--- src/rtl/fifo_sync_param.sv ---
// Parametrised single-clock FIFO with occupancy count, almost-full/almost-empty thresholds
// and sticky overflow/underflow flags. Define FIFO_FWFT_EN for first-word-fall-through output.
module fifo_sync_param #(
  parameter int WIDTH     = 8,
  parameter int DEPTH     = 16,
  parameter int AF_MARGIN = 2,
  parameter int AE_MARGIN = 2,
  localparam int ADDR_W   = $clog2(DEPTH)
) (
  input  logic              clk,
  input  logic              rst,
  input  logic [WIDTH-1:0]  din,
  input  logic              we,
  input  logic              re,
  output logic [WIDTH-1:0]  dout,
  output logic              full,
  output logic              empty,
  output logic              almost_full,
  output logic              almost_empty,
  output logic [ADDR_W:0]   count,
  output logic              overflow,
  output logic              underflow
);

  localparam logic [ADDR_W:0] DEPTH_C = (ADDR_W+1)'(DEPTH);
  localparam logic [ADDR_W:0] AF_TH   = (ADDR_W+1)'(DEPTH - AF_MARGIN);
  localparam logic [ADDR_W:0] AE_TH   = (ADDR_W+1)'(AE_MARGIN);

  logic [WIDTH-1:0]  mem [DEPTH];
  logic [ADDR_W-1:0] wr_ptr;
  logic [ADDR_W-1:0] rd_ptr;
  logic [ADDR_W:0]   count_q;
  logic              rd_ok;
  logic              wr_ok;

  // Flags are pure decodes of the occupancy register.
  assign full         = (count_q == DEPTH_C);
  assign empty        = (count_q == '0);
  assign almost_full  = (count_q >= AF_TH);
  assign almost_empty = (count_q <= AE_TH);
  assign count        = count_q;

  // A read frees a slot in the same edge, so a full FIFO may accept a write alongside it.
  assign rd_ok = re && !empty;
  assign wr_ok = we && (!full || rd_ok);

  // NOTE: storage is deliberately left out of reset; clearing it would force flops where RAM suffices.
  always_ff @(posedge clk) begin
    if (wr_ok) mem[wr_ptr] <= din;
  end

  // NOTE: all state below uses non-blocking assignments so every register samples pre-edge values.
  always_ff @(posedge clk or negedge rst) begin
    if (!rst) begin
      wr_ptr  <= '0;
      rd_ptr  <= '0;
      count_q <= '0;
    end else begin
      if (wr_ok) wr_ptr <= wr_ptr + 1'b1;
      if (rd_ok) rd_ptr <= rd_ptr + 1'b1;
      case ({wr_ok, rd_ok})
        2'b10:   count_q <= count_q + 1'b1;
        2'b01:   count_q <= count_q - 1'b1;
        default: count_q <= count_q;
      endcase
    end
  end

  always_ff @(posedge clk or negedge rst) begin
    if (!rst) begin
      overflow  <= 1'b0;
      underflow <= 1'b0;
    end else begin
      if (we && full && !rd_ok) overflow  <= 1'b1;
      if (re && empty)          underflow <= 1'b1;
    end
  end

`ifdef FIFO_FWFT_EN
  // Head word is visible as soon as it is stored; forced to zero while empty.
  assign dout = empty ? '0 : mem[rd_ptr];
`else
  logic [WIDTH-1:0] dout_q;

  always_ff @(posedge clk or negedge rst) begin
    if (!rst) begin
      dout_q <= '0;
    end else if (rd_ok) begin
      dout_q <= mem[rd_ptr];
    end
  end

  assign dout = dout_q;
`endif

endmodule

--- config.mk ---
export PLATFORM = sky130hd
export DESIGN_NAME = fifo_sync_param
export DESIGN_NICKNAME = d
export VERILOG_FILES = /design/src/rtl/fifo_sync_param.sv
export SDC_FILE = /design/constraint.sdc
export NUM_CORES = 1
export LEC_CHECK = 0
export ABC_AREA = 1
export ABC_CLOCK_PERIOD_IN_PS = 3500
export BUFFER_PORTS_ARGS = -buffer_cell sky130_fd_sc_hd__buf_2
export CORE_MARGIN = 10
export CORE_UTILIZATION = 60
export CTS_CLUSTER_SIZE = 12
export DETAILED_ROUTE_END_ITERATION = 8
export PLACE_DENSITY = 0.78
export REMOVE_ABC_BUFFERS = 1
export SLEW_MARGIN = 20
export SYNTH_ARGS = -nofsm -noshare
export SYNTH_HDL_FRONTEND = slang
export SYNTH_SLANG_ARGS = --single-unit
export TNS_END_PERCENT = 20
--- constraint.sdc ---
create_clock -name clk -period 3.5 [get_ports clk]
set_input_delay 0.175 -clock clk [delete_from_list [all_inputs] [get_ports clk]]
set_output_delay 0.175 -clock clk [all_outputs]
set_load 0.02 [all_outputs]
==> Word level (Yosys, flattened, before mapping) <==
Memories as Yosys holds them, arrays and structs flattened. A register that Yosys moved wholly into a read port is not among the register bits.
Index checks and enable logic that the tools add are counted.
{ "op_classes": {"add_sub_neg": 4, "n_lt_le_gt_ge": 2, "n_eq_ne": 3, "n_mux": 3, "n_reduce_logical": 12} }
{ "ops": {"columns": ["cell", "n"], "rows": [
  ["5-bit case mux with 2 select lines", 1],
  ["4-bit by 1-bit adder with 4-bit output, second input constant", 2],
  ["5-bit by 1-bit adder with 5-bit output, second input constant", 1],
  ["5-bit equality test, second input constant", 1],
  ["5-bit by 4-bit greater-or-equal comparator with 1-bit output, second input constant", 1],
  ["5-bit by 2-bit <= comparator with 1-bit output, second input constant", 1],
  ["1-bit logical AND", 5],
  ["5-bit zero test", 1],
  ["5-bit by 1-bit subtractor with 5-bit output, second input constant", 1],
  ["1-bit zero test", 4],
  ["2-bit by 1-bit equality test with 1-bit output, second input constant", 1],
  ["2-bit equality test, second input constant", 1],
  ["1-bit 2-to-1 mux", 2],
  ["2-bit nonzero test", 1],
  ["1-bit logical OR", 1]
]} }
{ "word_totals": {"register_bits": 15, "mem_bits_rw": 128, "inputBits": 12, "out_inout_bits": 19, "word_cells": 30, "n_memories": 1} }
{ "mem_list": {"columns": ["name", "depth", "width", "rd", "rd_ports_with_merged_regs", "wr", "line_no", "source"], "rows": [
  ["mem", 16, 8, 1, 1, 1, "29", "logic [WIDTH-1:0] mem [DEPTH];"]
]} }

==> Longest topological paths before layout <==
{ "depth": {"depth_word": 7, "depth_mapped": 16, "depth_no_buf": 15} }

==> Worst setup path before layout <==
Ideal clock, no wire load.
{ "synth_timing": {"path_kind": "reg-to-reg", "start": "register count_q[3] (netlist: count[3])", "end": "register count_q[4] (netlist: count[4])", "setup_time_ns": 0.066, "t_arrival_ns": 2.345, "t_required_ns": 3.434, "slack_ns": 1.090, "path_stages_with_launch": 16, "path_buffers": 0, "synth_period_minus_slack_ns": 2.410, "path_cell_list": "dfrtp_1 -> nor2_4 -> nand3_2 -> nor2_2 -> nand2_1 -> nand2_2 -> ha_1 -> xor2_1 -> ha_1 -> inv_1 -> nand2_1 -> nand3_1 -> nand2_1 -> xor2_1 -> nand2_1 -> nand2_1"} }
{ "synth_between": {"elab_cells_between_ends": 13, "classes_between": "add/sub: 2; eq/ne: 3; mux: 1; reduce/logical: 7"} }
{ "synth_rtl": {"columns": ["element", "line_no", "source"], "rows": [
  ["from (decl)", "32", "logic [ADDR_W:0] count_q;"],
  ["from (signal assigned)", "62", "2'b10: count_q <= count_q + 1'b1;"],
  ["from (signal assigned)", "63", "2'b01: count_q <= count_q - 1'b1;"],
  ["from (signal assigned)", "64", "default: count_q <= count_q;"],
  ["5-bit equality test (*)", "37", "assign full = (count_q == DEPTH_C);"],
  ["via full", "16", "output logic full,"],
  ["1-bit zero test (*)", "45", "assign wr_ok = we && (!full || rd_ok);"],
  ["1-bit logical OR (*)", "45", null],
  ["1-bit logical AND (*)", "45", null],
  ["2-bit by 1-bit equality test with 1-bit output or 2-bit equality test (tied branches)", "61", "case ({wr_ok, rd_ok})"],
  ["5-bit case mux with 2 select lines or 2-bit nonzero test (tied branches)", null, null]
]} }
The timed path passes the listed nets; every way through them passes the cells marked *.
A chain may end at the register's enable or synchronous reset.

==> results_tabular.tex <==
\begin{tabular}{lr}
\hline
Metric & Value \\
\hline
\multicolumn{2}{l}{\textbf{Clock tree}} \\
CTS Buffer Depth & 2 \\
Clk root buf & clkbuf\_16 \\
Clock-pin slew of the registers on the worst-case setup and hold paths & $\sim$0.06 ns \\
Clock tree sinks & around 150 \\
Clock tree from TritonCTS & yes \\
Clock insertion delay at the later pin of the skew report & roughly 0.42 ns \\
Total clock buffers created by CTS & 17 \\
\# H-tree levels & 4 \\
\multicolumn{2}{l}{\textbf{Timing}} \\
Final Setup Violations & 0 \\
Achievable frequency & $\sim$0.36 GHz \\
Shortest clock period the worst path allows after layout & around 2.8 ns \\
Worst Tran Pin Value & about 1.0 ns \\
Fin. max-slew vios & 0 \\
Endpoints failing hold & 0 \\
Share of the clock period used by the worst path after layout & 78.6\% \\
RSZ-0062 raised after global routing & false \\
Final sum of negative setup slack & 0 ns \\
Final worst clock skew & slightly above 0.008 ns \\
Slew headroom & around 30\% \\
\multicolumn{2}{l}{\textbf{Power and ir drop}} \\
Reg power frac & about 36\% \\
LEAKAGE & roughly 3.5 nW \\
Internal power summed over all cells & 4.26 mW \\
Power density of the placed cells & $\sim$870 nW/um\^{}2 \\
Part of the total power dissipated in the clock network & between 30\% and 40\% \\
Sw Ratio & between 30\% and 40\% \\
Combinational cell fraction of total power & between 30 and 40\% \\
Switching pwr & 2.43 mW \\
Peak ir drop on the vdd network & around 520 uV \\
\multicolumn{2}{l}{\textbf{Place}} \\
HPWL Detailed & 9510 um \\
Port buffer count & 30 \\
Placer congestion estimate & roughly 0.85 \\
Placed instance count & 824 \\
\multicolumn{2}{l}{\textbf{Drt}} \\
1st-iter DRT viols & between 400 and 500 \\
Routed wirelength normalized by instance count & approximately 18 um \\
Detailed Route WL & between 15000 and 20000 um \\
Per-cell via count in the routed design & 5.50 \\
TritonRoute pass-1 iters & 8 \\
Residual antenna-violating net count after detailed routing & 0 \\
Detailed-route DRC error count & 0 \\
Total number of vias & roughly 4700 \\
\multicolumn{2}{l}{\textbf{Critical path}} \\
Reg-to-reg critical path startpoint & rd\_ptr[1] \\
Type of origin of the critical path & register \\
Data arrival at the endpoint of the critical path & $\sim$3.1 ns \\
CP max FO & 35 \\
Capturing element type of the critical path & register \\
Crit Path Class & reg -> reg \\
Data required time at the worst endpoint & between 3 and 4 ns \\
Crit path launch & rd\_ptr[1] \\
\multicolumn{2}{l}{\textbf{Hold path}} \\
Hold path startpoint & re \\
Min-Delay Path Class & in -> reg \\
\multicolumn{2}{l}{\textbf{Die}} \\
IO Count & 31 \\
Floorplan Core Area & roughly 11000 um\^{}2 \\
Die W & between 100 and 150 um \\
Die area & around 16000 um\^{}2 \\
Starting utilization of the core area & 61.9\% \\
Placement Rows & 38 \\
Die Height & $\sim$130 um \\
\multicolumn{2}{l}{\textbf{GRT}} \\
Via count of the first global-routing pass & 4622 \\
Global-route total usage across every layer & 19.2\% \\
Antenna violations before repair & 0 \\
Largest net degree at the start of global routing & 67 \\
Global-route wire length before repair & around 24000 um \\
Final global-route overflow total & 0 \\
\multicolumn{2}{l}{\textbf{Yosys}} \\
Average instance area after synthesis & 10.0 um\^{}2 \\
Number of instances in the synthesized netlist & approximately 680 \\
Synthesized cell area & around 6800 um\^{}2 \\
Number of different library cells in the post-synthesis netlist & 27 \\
Sequential cell area fraction in the yosys report & between 60\% and 70\% \\
Number of synthesis warnings & 0 \\
Number of synthesized register bits & 151 \\
\multicolumn{2}{l}{\textbf{Cells and area}} \\
Layout Cells excl Fill & approximately 860 \\
Number of nets in the layout & 725 \\
Antenna Diode Count & 0 \\
Fraction of final layout cells with drive strength greater than 1 & 10.5\% \\
Leading cell types in the layout, fill and taps excluded & nand2\_1, edfxtp\_1, inv\_1 \\
Final core utilization & between 70\% and 80\% \\
Area added between synthesis and finish & 13.1\% \\
Most common cell after layout, fill and taps aside & nand2\_1 \\
\multicolumn{2}{l}{\textbf{Run status}} \\
Result of the run & finished clean \\
\multicolumn{2}{l}{\textbf{Flow run}} \\
Number of max-cap violations & 0 \\
\hline
\end{tabular}
layer usage:
layer / part of all wire, % / global-route usage (%) / wire [um] / vias to the layer above
met5: 0 / 0 / 0 / -
met4: 2.7 / 7.70 / 413 / 0
met3: 6.1 / 4.29 / 933 / 32
met2: 51 / 32.2 / 7810 / 219
met1: 40 / 23.7 / 6180 / 2239
li1: - / - / - / 2223
sequential cells by signal (all words and copies together) (netlist names):
register,count
overflow,1
dout,8
mem,128
count,5
rd_ptr,4
wr_ptr,4
underflow,1
metrics by stage:
step	setup slack (ns)	area (um^2)	hold WS (ns)	power (mW)
2_1_floorplan	0.497	6660	-0.121	3.90
4_1_cts	0.909	7690	0.0257	6.68
6_report	0.748	7690	0.0276	6.69
3_5_place_dp	0.972	7010	0.178	4.62
3_3_place_gp	1.14	7010	0.174	4.55
5_1_grt	0.558	7690	0.0250	7.06
final cells by class:
type | count | area [um^2]
Clock buffer | 23 | 468
Multi-Input combinational cell | 383 | 1800
Inverter | 117 | 440
Clock inverter | 9 | 199
Sequential cell | 151 | 4420
Timing Repair Buffer | 34 | 183
Fill cell | 772 | 3290
Tap cell | 140 | 175
critical path, stage by stage (launching register included):
cell and delay, ns:
dfrtp_1 0.36, buf_4 0.38, clkinv_1 0.94, nand3_1 0.39
nand3_1 0.12, nand3_1 0.16, nand2_1 0.11, nand2_1 0.08
nand2_1 0.06
synth_stat cells, drive strengths merged:
master | instances | area [um^2]
clkbuf | 2 | 7.51
edfxtp | 128 | 3840
a21boi | 1 | 7.51
nor2 | 18 | 77.6
o21ai | 7 | 35.0
inv | 115 | 432
ha | 9 | 113
dfrtp | 23 | 576
nand3 | 105 | 531
clkinv | 2 | 7.51
xnor2 | 1 | 8.76
nand2 | 227 | 892
a21oi | 3 | 26.3
a21o | 1 | 7.51
xor2 | 8 | 70.1
o21bai | 2 | 15.0
nand4 | 1 | 21.3
buf | 25 | 126
timing repair:
| action | in CTS | in global routing |
|---|---|---|
| gates resized for setup | 0 | 0 |
| setup buffers | 0 | 0 |
| hold buffers | 1 | 0 |
| hold endpoints to repair | 23 | 0 |
path summary, 6_finish.rpt:
check | cells after the start | endpoint | slack (ns)
min in group asynchronous | 2 | count[4] | 0.26
max in group asynchronous | 2 | rd_ptr[0] | 2.84
min reg2reg | 1 | underflow | 0.46
min | 2 | underflow | 0.03
max reg2reg | 8 | dout[5] | 0.75
max | 8 | dout[5] | 0.75
kinds of logic (layout without fill, tap and decap cells):
kind of cell,after synthesis,after routing,share of synthesized area (%)
AOI/OAI and AO/OA,14,14,1.34
xor gates and xnor gates,9,9,1.16
adders and majority gates,9,9,1.66
buffers and inverters,144,183,8.43
DFF,151,151,65.0
and+or+nand+nor,351,351,22.4
power groups by stage:
| stage | logic, mW | registers [mW] | clock network, mW |
|---|---|---|---|
| 2_1_floorplan | 1.28 | 2.62 | 0 |
| 3_3_place_gp | 2.13 | 2.42 | 0 |
| 3_5_place_dp | 2.19 | 2.43 | 0 |
| 4_1_cts | 2.22 | 2.41 | 2.05 |
| 5_1_grt | 2.48 | 2.43 | 2.15 |
| 6_report | 2.23 | 2.41 | 2.05 |
(Power assumes the default switching activity.)
